--- config.mk ---
export PLATFORM = sky130hd
export DESIGN_NAME = multicycle_controller
export DESIGN_NICKNAME = d
export VERILOG_FILES = /design/src/rtl/multicycle_controller.sv
export SDC_FILE = /design/constraint.sdc
export NUM_CORES = 1
export LEC_CHECK = 0
export CAP_MARGIN = 10
export CORE_UTILIZATION = 31
export CTS_BUF_LIST = sky130_fd_sc_hd__clkbuf_16
export CTS_CLUSTER_SIZE = 24
export DETAILED_ROUTE_END_ITERATION = 12
export PLACE_DENSITY = 0.72
export SETUP_SLACK_MARGIN = 0.1
export SLEW_MARGIN = 40
export SYNTH_ARGS = -nofsm -noshare
export SYNTH_HDL_FRONTEND = slang
export SYNTH_SLANG_ARGS = --single-unit
--- constraint.sdc ---
create_clock -name clk -period 1.75 [get_ports clk]
set_clock_uncertainty 0.1 [all_clocks]
set_input_delay 0.2625 -clock clk [delete_from_list [all_inputs] [get_ports clk]]
set_output_delay 0.2625 -clock clk [all_outputs]
set_load 0.05 [all_outputs]
--- src/rtl/multicycle_controller.sv ---
// Moore control FSM for the multicycle MIPS datapath, with the ALU decoder.
// Sequences memory, IR, register file, ALU and PC over 3-5 cycles per instruction.
module multicycle_controller (
   input  logic       clk,
   input  logic       reset,
   input  logic [5:0] op,
   input  logic [5:0] funct,
   input  logic       zero,
   output logic       pc_en,
   output logic       i_or_d,
   output logic       mem_write,
   output logic       ir_write,
   output logic       mem_to_reg,
   output logic       reg_dst,
   output logic       reg_write,
   output logic       alu_src_a,
   output logic [1:0] alu_src_b,
   output logic [1:0] pc_src,
   output logic [2:0] alu_control,
   output logic [3:0] state
);

   typedef enum logic [3:0] {
      FETCH    = 4'd0,
      DECODE   = 4'd1,
      MEMADR   = 4'd2,
      MEMRD    = 4'd3,
      MEMWB    = 4'd4,
      MEMWR    = 4'd5,
      EXECUTE  = 4'd6,
      ALUWB    = 4'd7,
      BRANCH   = 4'd8,
      ADDIEXEC = 4'd9,
      ADDIWB   = 4'd10,
      JUMP     = 4'd11
   } state_t;

   localparam logic [5:0] OP_LW    = 6'b100011;
   localparam logic [5:0] OP_SW    = 6'b101011;
   localparam logic [5:0] OP_RTYPE = 6'b000000;
   localparam logic [5:0] OP_BEQ   = 6'b000100;
   localparam logic [5:0] OP_ADDI  = 6'b001000;
   localparam logic [5:0] OP_J     = 6'b000010;

   state_t     state_q;
   state_t     state_d;
   state_t     cur;
   logic       funct_ok;
   logic [2:0] funct_alu;
   logic       pc_write;
   logic       branch;

   always_ff @(posedge clk) begin
      // NOTE: state registers take non-blocking assignments so every flop samples pre-edge values.
      if (reset) state_q <= FETCH;
      else       state_q <= state_d;
   end

   always_comb begin
      funct_ok  = 1'b1;
      funct_alu = 3'b010;
      case (funct)
         6'b100000: funct_alu = 3'b010;
         6'b100010: funct_alu = 3'b110;
         6'b100100: funct_alu = 3'b000;
         6'b100101: funct_alu = 3'b001;
         6'b101010: funct_alu = 3'b111;
         default:   funct_ok  = 1'b0;
      endcase
   end

   always_comb begin
      // NOTE: a default before the case keeps this purely combinational (no latch).
      state_d = FETCH;
      case (state_q)
         FETCH:  state_d = DECODE;
         DECODE: begin
            case (op)
               OP_LW, OP_SW: state_d = MEMADR;
               OP_RTYPE:     state_d = EXECUTE;
               OP_BEQ:       state_d = BRANCH;
               OP_ADDI:      state_d = ADDIEXEC;
               OP_J:         state_d = JUMP;
               default:      state_d = FETCH;
            endcase
         end
         MEMADR: begin
            if (op == OP_LW)      state_d = MEMRD;
            else if (op == OP_SW) state_d = MEMWR;
         end
         MEMRD:    state_d = MEMWB;
         EXECUTE:  state_d = funct_ok ? ALUWB : FETCH;
         ADDIEXEC: state_d = ADDIWB;
         default:  state_d = FETCH;
      endcase
   end

   // Under reset the datapath sees FETCH mux selects but no write enables.
   assign cur = reset ? FETCH : state_q;

   always_comb begin
      pc_write    = 1'b0;
      branch      = 1'b0;
      i_or_d      = 1'b0;
      mem_write   = 1'b0;
      ir_write    = 1'b0;
      mem_to_reg  = 1'b0;
      reg_dst     = 1'b0;
      reg_write   = 1'b0;
      alu_src_a   = 1'b0;
      alu_src_b   = 2'b00;
      pc_src      = 2'b00;
      alu_control = 3'b000;
      case (cur)
         FETCH: begin
            ir_write    = 1'b1;
            alu_src_b   = 2'b01;
            alu_control = 3'b010;
            pc_write    = 1'b1;
         end
         DECODE: begin
            alu_src_b   = 2'b11;
            alu_control = 3'b010;
         end
         MEMADR, ADDIEXEC: begin
            alu_src_a   = 1'b1;
            alu_src_b   = 2'b10;
            alu_control = 3'b010;
         end
         MEMRD: i_or_d = 1'b1;
         MEMWR: begin
            i_or_d    = 1'b1;
            mem_write = 1'b1;
         end
         MEMWB: begin
            reg_write  = 1'b1;
            mem_to_reg = 1'b1;
         end
         EXECUTE: begin
            alu_src_a   = 1'b1;
            alu_control = funct_alu;
         end
         ALUWB: begin
            reg_write = 1'b1;
            reg_dst   = 1'b1;
         end
         ADDIWB: reg_write = 1'b1;
         BRANCH: begin
            alu_src_a   = 1'b1;
            alu_control = 3'b110;
            branch      = 1'b1;
            pc_src      = 2'b01;
         end
         JUMP: begin
            pc_write = 1'b1;
            pc_src   = 2'b10;
         end
         default: ;
      endcase
      if (reset) begin
         pc_write  = 1'b0;
         branch    = 1'b0;
         ir_write  = 1'b0;
         mem_write = 1'b0;
         reg_write = 1'b0;
      end
   end

   assign pc_en = pc_write | (branch & zero);
   assign state = state_q;

endmodule
==> metrics.yaml, run 1 <==
die_w_microns: 45.3
synth_compound_area_frac: 0.310
place_hpwl_microns: 2410
ys_top_cells_by_count: "10 x nor2_1, 6 x nor3_1, 5 x o21ai_0"
haltStage: "clock tree synthesis"
status: "stopped before the end"
fp-row-count: 15
postCtsHoldBufs: 0
start_util: 0.333
yosysTopAreaCell: "dfxtp_1"
yosysWarnings: 0
ys_ff_latch: 4
routabilityCongestion: 0.848
ys_seq_area_frac: 0.138
cts-root-buf: "clkbuf_16"
h-tree-depth: 1
synth_edf_count: 0
cts_made_buffers: 3
synthAdderAreaFrac: 0
synth_cells: 85
cts_sinks: 4
postCtsSetupBuffers: 8
cts_max_path_buffers: 2
yosys.area_share.xor_xnor: 0.0453
syn_nets: 100
yosysMostFrequentCell: "nor2_1"
synth_top_area_frac: 0.138
error_line: "[ERROR DPL-0038] Utilization greater than 100%, impossible to legalize"
synth_top_family_by_area: "simple AND/OR/NAND/NOR gates"
synth.area.top_cells: "dfxtp_1 14%, nor2_1 6.5%, nor3_1 5.2%"
ys_types: 37
io_pins: 34
portBuffers: 33
syn_area_per_cell_sq_um: 6.83
synthFlopType: "dfxtp_1"
async_reset_ff_frac: 0
synthSimpleGateAreaFrac: 0.431
syn-cell-area_sq_um: 581
die_y_microns: 45.3
ctsResizeCount: 47
synthMuxAreaShare: 0.0172
==> stage by stage <==
step	setup slack (ns)	std cells	TNS (ns)	instance area [sq um]
floorplan	-0.0429	85	-0.106	827
global placement	-0.409	172	-1.76	1560
detailed placement	-0.546	172	-2.56	1560
==> cells by family after synthesis <==
kind of cell              after synthesis
AOI/OAI and AO/OA                      25
xor gates and xnor gates                3
buffers and inverters                   8
DFF                                     4
muxes                                   1
and+or+nand+nor                        44
==> run 2: changes to the inputs <==
CORE_AREA = 2 2 63 65   (was default)
CORE_UTILIZATION = default   (was 31)
CTS_BUF_LIST = default   (was sky130_fd_sc_hd__clkbuf_16)
CTS_CLUSTER_SIZE = default   (was 24)
DIE_AREA = 0 0 65 67   (was default)
PLACE_DENSITY = default   (was 0.72)
PLACE_DENSITY_LB_ADDON = 0.15   (was default)
SETUP_SLACK_MARGIN = default   (was 0.1)
==> metrics.yaml, run 2 <==
status: "finished, violations left"  # was stopped before the end
violations: "setup timing"
cts-root-buf: "clkbuf_8"  # was clkbuf_16
yosysWarnings: 0  # unchanged
worst_pin_slew_ns: 0.338
synth_edf_count: 0  # unchanged
r2r_slack_ns: -0.05
place_hpwl_microns: 2060  # was 2410 microns
die-area_sq_um: 4360
multi_input_area_sq_um: 777
cp_data_required_time_ns: 1.39
start_util: 0.161  # was 0.333
seqPwrFrac: 0.174
gr-total-overflow: 0
yosys.area_share.xor_xnor: 0.0453  # unchanged
portBuffers: 33  # unchanged
power.density_nw_per_um2: 309
pre_cts_ws_ns: -0.495  # was -0.546 ns
nFillCells: 337
antenna_found_initial: 0
ys_seq_area_frac: 0.138  # unchanged
r2r_end: "state[1]"
drc: 0
synth_compound_area_frac: 0.310  # unchanged
syn_nets: 100  # unchanged
criticalPathCategory: "reg -> out"
rsz0062_at_grt: "true"
ys_top_cells_by_count: "10 x nor2_1, 6 x nor3_1, 5 x o21ai_0"  # unchanged
fin_crit_sh: 1.07
largest_reg_flops: 4
fin_crit_ns: 1.88
tns_ns: -0.514
grt_pass1_vias: 1026
synth_top_family_by_area: "simple AND/OR/NAND/NOR gates"  # unchanged
switching_power_uw: 186
vias: 958
yosysMostFrequentCell: "nor2_1"  # unchanged
crit_path_start: "state[1]"
drv_slew: 0
fp-row-count: 22  # was 15
ff2ff_path_depth: 7
synth_cells: 85  # unchanged
finalHoldViolCount: 0
wire_per_inst_microns: 13.4
grt_usage: 0.134
synth.area.top_cells: "dfxtp_1 14%, nor2_1 6.5%, nor3_1 5.2%"  # unchanged
avgViaCountPerCell: 4.67
leakage_uw: 0.000723
endpoint: "alu_control[1]"
synthFlopType: "dfxtp_1"  # unchanged
cap_violations: 0
syn-cell-area_sq_um: 581  # unchanged
ys_types: 37  # unchanged
fmax_mhz: 533
holdWs_ns: 0.558
r2r_start: "state[1]"
relSlewSlack: 0.769
drt_iter0_markers: 14
synthMuxAreaShare: 0.0172  # unchanged
fin_ws_ns: -0.127
async_reset_ff_frac: 0  # unchanged
intPower_uw: 389
crit_arrival_ns: 1.51
p_clk_frac: 0.332
grt_max_degree: 11
cts_sinks: 4  # unchanged
clock_latency_ns: 0.21
synthSimpleGateAreaFrac: 0.431  # unchanged
syn_area_per_cell_sq_um: 6.83  # unchanged
synth_top_area_frac: 0.138  # unchanged
synthAdderAreaFrac: 0  # unchanged
fin_util: 0.516
nets: 174
totalWireLength_microns: 2740
antenna_cells: 0
cp_max_fo: 4
seq_area_sq_um: 95.1
cts.clk_slew.worst_paths_ns: 0.03
core_region_area_sq_um: 3610
cp-start-kind: "flop"
final_common_cell: "buf_4"
cts_max_path_buffers: 2  # unchanged
routabilityCongestion: 0.768  # was 0.848
die_w_microns: 65  # was 45.3 microns
io_pins: 34  # unchanged
cts_tree: "yes"
drive_above_1_share: 0.701
peakVddDrop_mv: 0.139
sw_frac_of_total: 0.324
cp-end-kind: "output port"
worstHoldPathType: "in -> reg"
final_cell_mix: "27 x buf_4, 19 x buf_12, 10 x buf_6, 7 x clkdlybuf4s50_1"
synthToLayoutAreaGrowth_pct: 221
final-setup-viol-count: 8
antenna_left: 0
yosysTopAreaCell: "dfxtp_1"  # unchanged
grt_pass1_wl_microns: 4590
pwr-share-comb: 0.494
ys_ff_latch: 4  # unchanged
cts_made_buffers: 3  # unchanged
h-tree-depth: 1  # unchanged
dr.pass1.iters: 4
die_y_microns: 67  # was 45.3 microns
postCtsHoldBufs: 0  # unchanged
run 2: layout make-up:
| type | instances | share of cell area |
|---|---|---|
| inverters | 3 | 0.00605 |
| clock buffers | 3 | 0.0222 |
| repair buffers | 74 | 0.471 |
| well taps | 48 | 0.0323 |
| flip-flops and latches | 4 | 0.0511 |
| multi-input cells | 73 | 0.417 |
run 2: timing repair:
action / 4_1_cts / 5_1_grt
buffers inserted: 11 / 0
pin swaps: 14 / 11
cloned: 0 / 0
setup endpoints to repair: 15 / 12
gates resized for setup: 37 / 22
endpoints found under the hold margin: 0 / 0
run 2: how the worst min path moves through the flow:
| stage | startpoint | to | slack (ns) | cells after the start |
|---|---|---|---|---|
| 2_1_floorplan | op[1] | state[2] | 0.37 | 3 |
| 5_1_grt | funct[1] | state[0] | 0.59 | 4 |
| 4_1_cts | state[2] | state[0] | 0.59 | 4 |
| 3_5_place_dp | state[2] | state[3] | 0.53 | 2 |
| 6_report | funct[1] | state[0] | 0.56 | 4 |
| 3_3_place_gp | state[2] | state[3] | 0.52 | 2 |
run 2: routing by layer:
layer | up-vias | wire length (microns) | part of all wire | global-route usage
met4 | 0 | 58 | 0.021 | 0.0585
li1 | 468 | - | - | -
met1 | 453 | 1110 | 0.40 | 0.155
met2 | 31 | 1440 | 0.52 | 0.249
met5 | - | 0 | 0 | 0
met3 | 6 | 138 | 0.050 | 0.0135
run 2: power by group through the flow:
stage	combinational [uW]	clock [uW]	sequential [uW]
final	284	191	100
after global routing	298	201	101
after CTS	277	194	100
after detailed placement	252	0	98.7
after global placement	249	0	99.0
after floorplan	105	0	107
run 2: stage by stage:
stage	std cells	total power, uW	cell area [sq um]
floorplan	85	212	795
global placement	191	348	1550
detailed placement	191	350	1550
CTS	205	571	1810
global route	205	600	1860
finish	205	575	1860
run 2: critical path, cell delays in order (launching register included):
cell and delay, ns:
dfxtp_4 0.35, nor4bb_4 0.15, a32oi_2 0.25, nor2_4 0.04, or3_4 0.34, buf_8 0.16
run 2: cell families after synthesis:
kind of cell,Yosys count
DFF,4
AOI/OAI and AO/OA,25
and+or+nand+nor,44
muxes,1
xor gates and xnor gates,3
buffers and inverters,8
Power figures use the tool's default switching activity.
==> run 3: changes to the inputs <==
SKIP_LAST_GASP = 1   (was default)
SLEW_MARGIN = 25   (was 40)
==> metrics.yaml, run 3 (synthesized netlist as in run 2, its figures left out) <==
cts_sinks: 4  # unchanged
slowest_stage: "dfxtp_4"  # unchanged
cts.clk_slew.worst_paths_ns: 0.03  # about the same
grt_max_degree: 11  # unchanged
leakage_uw: 0.000728  # was 0.000723 uW
place_area_sq_um: 1550  # unchanged
start_util: 0.161  # unchanged
place_hpwl_microns: 2060  # unchanged
postCtsHoldBufs: 0  # unchanged
final_cell_mix: "29 x buf_4, 19 x buf_12, 10 x buf_6, 7 x clkdlybuf4s50_1"  # was 27 x buf_4, 19 x buf_12, 10 x buf_6, 7 x clkdlybuf4s50_1
drt_iter0_markers: 24  # was 14
die-area_sq_um: 4360  # unchanged
relSlewSlack: 0.760  # was 0.769
cp-end-kind: "output port"  # unchanged
r2r_start: "state[1]"  # unchanged
stdcell_area_sq_um: 1860  # about the same
largest_reg_flops: 4  # unchanged
final-setup-viol-count: 9  # was 8
nets: 176  # was 174
fin_util: 0.517  # was 0.516
fin_ws_ns: -0.125  # was -0.127 ns
drv_slew: 0  # unchanged
final_cells: 207  # was 205
cp_max_fo: 4  # unchanged
path_buf_inv: 1  # unchanged
grt_usage: 0.134  # unchanged
gr-total-overflow: 0  # unchanged
dp_cells: 191  # unchanged
holdPathEnd: "state[2]"  # was state[0]
cap_violations: 0  # unchanged
cts_made_buffers: 3  # unchanged
antenna_cells: 0  # unchanged
worstHoldStart: "funct[1]"  # unchanged
grt_pass1_wl_microns: 4600  # was 4590 microns
power.density_nw_per_um2: 307  # was 309 nW/um^2
min_delay_path_depth: 4  # unchanged
cts_max_path_buffers: 2  # unchanged
drc: 0  # unchanged
r2r_end: "state[1]"  # unchanged
core_region_area_sq_um: 3610  # unchanged
routabilityCongestion: 0.768  # unchanged
fmax_mhz: 533  # about the same
status: "finished, violations left"  # unchanged
clock_latency_ns: 0.21  # about the same
r2r_slack_ns: 0  # was -0.05 ns
rsz0062_at_grt: "true"  # unchanged
final_common_cell: "buf_4"  # unchanged
cp_data_required_time_ns: 1.39  # about the same
antenna_found_initial: 0  # unchanged
worst_pin_slew_ns: 0.351  # was 0.338 ns
synthToLayoutAreaGrowth_pct: 221  # about the same
wire_per_inst_microns: 13.4  # about the same
grt_pass1_vias: 1023  # was 1,026
crit_arrival_ns: 1.51  # about the same
h-tree-depth: 1  # unchanged
cts-root-buf: "clkbuf_8"  # unchanged
io_pins: 34  # unchanged
die_w_microns: 65  # unchanged
nFillCells: 338  # was 337
dr.pass1.iters: 4  # unchanged
cts_tree: "yes"  # unchanged
peakVddDrop_mv: 0.138  # was 0.139 mV
cpPeakStageDelay_ns: 0.35  # about the same
fin_crit_sh: 1.07  # about the same
fp-row-count: 22  # unchanged
fin_crit_ns: 1.88  # about the same
worstPathCellList: "nor4bb_4 > a32oi_2 > nor2_4 > or3_4 > buf_8"  # unchanged
portBuffers: 33  # unchanged
ff2ff_path_depth: 7  # unchanged
worstSetupPathDepth: 5  # unchanged
finalHoldViolCount: 0  # unchanged
cp-start-kind: "flop"  # unchanged
crit_family: "simple AND/OR/NAND/NOR gates"  # unchanged
avgViaCountPerCell: 4.70  # was 4.67
worstHoldPathType: "in -> reg"  # unchanged
antenna_left: 0  # unchanged
die_y_microns: 67  # unchanged
criticalPathCategory: "reg -> out"  # unchanged
totalWireLength_microns: 2770  # was 2740 microns
vias: 973  # was 958
violations: "setup timing"  # unchanged
drive_above_1_share: 0.704  # was 0.701
## run 3: where the power goes
group          internal (uW)  switching [uW]  total (uW)
logic                    151             132         282
clock network            146            43.4         190
registers               90.9            9.16         100
total                    388             184         572
## run 3: worst max path at each step
stage,start,to,slack [ns]
after detailed placement,funct[4],alu_control[1],-0.49
final,state[1],alu_control[1],-0.13
after global placement,funct[4],alu_control[1],-0.43
after global routing,state[1],alu_control[1],-0.19
after CTS,funct[4],alu_control[1],-0.23
after floorplan,state[2],i_or_d,-0.15
## run 3: through the flow
step           hold WS, ns  setup slack, ns  setup TNS [ns]  total power (uW)
3_5_place_dp         0.528           -0.495           -2.68               350
3_3_place_gp         0.525           -0.431           -2.35               348
5_1_grt              0.603           -0.187           -1.05               599
2_1_floorplan        0.375           -0.151          -0.257               212
6_report             0.577           -0.125          -0.432               572
4_1_cts              0.609           -0.230          -0.686               568
## run 3: tightest hold or removal path, stage by stage
cell      delay (ns)
clkbuf_2        0.12
a21o_1          0.19
nand4_1         0.17
a31oi_1         0.10
## run 3: area by class of cell
class | count | area [sq um] | share of cell area
repair buffers | 76 | 892 | 0.479
multi-input cells | 73 | 764 | 0.410
flip-flops and latches | 4 | 95.1 | 0.0510
well taps | 48 | 60.1 | 0.0322
clock buffers | 3 | 41.3 | 0.0221
inverters | 3 | 11.3 | 0.00604
## run 3: timing repair
| item | 4_1_cts | 5_1_grt |
|---|---|---|
| endpoints found under the setup margin | 15 | 12 |
| pin swaps | 13 | 10 |
| buffers inserted | 11 | 2 |
| endpoints found under the hold margin | 0 | 0 |
| cloned | 0 | 0 |
| gates resized for setup | 33 | 25 |
## run 3: layer usage
metal,vias to the layer above,global-route usage,share of wire
li1,475,-,-
met1,465,0.158,0.41
met5,-,0,0
met4,0,0.0505,0.015
met2,29,0.250,0.53
met3,4,0.0118,0.047
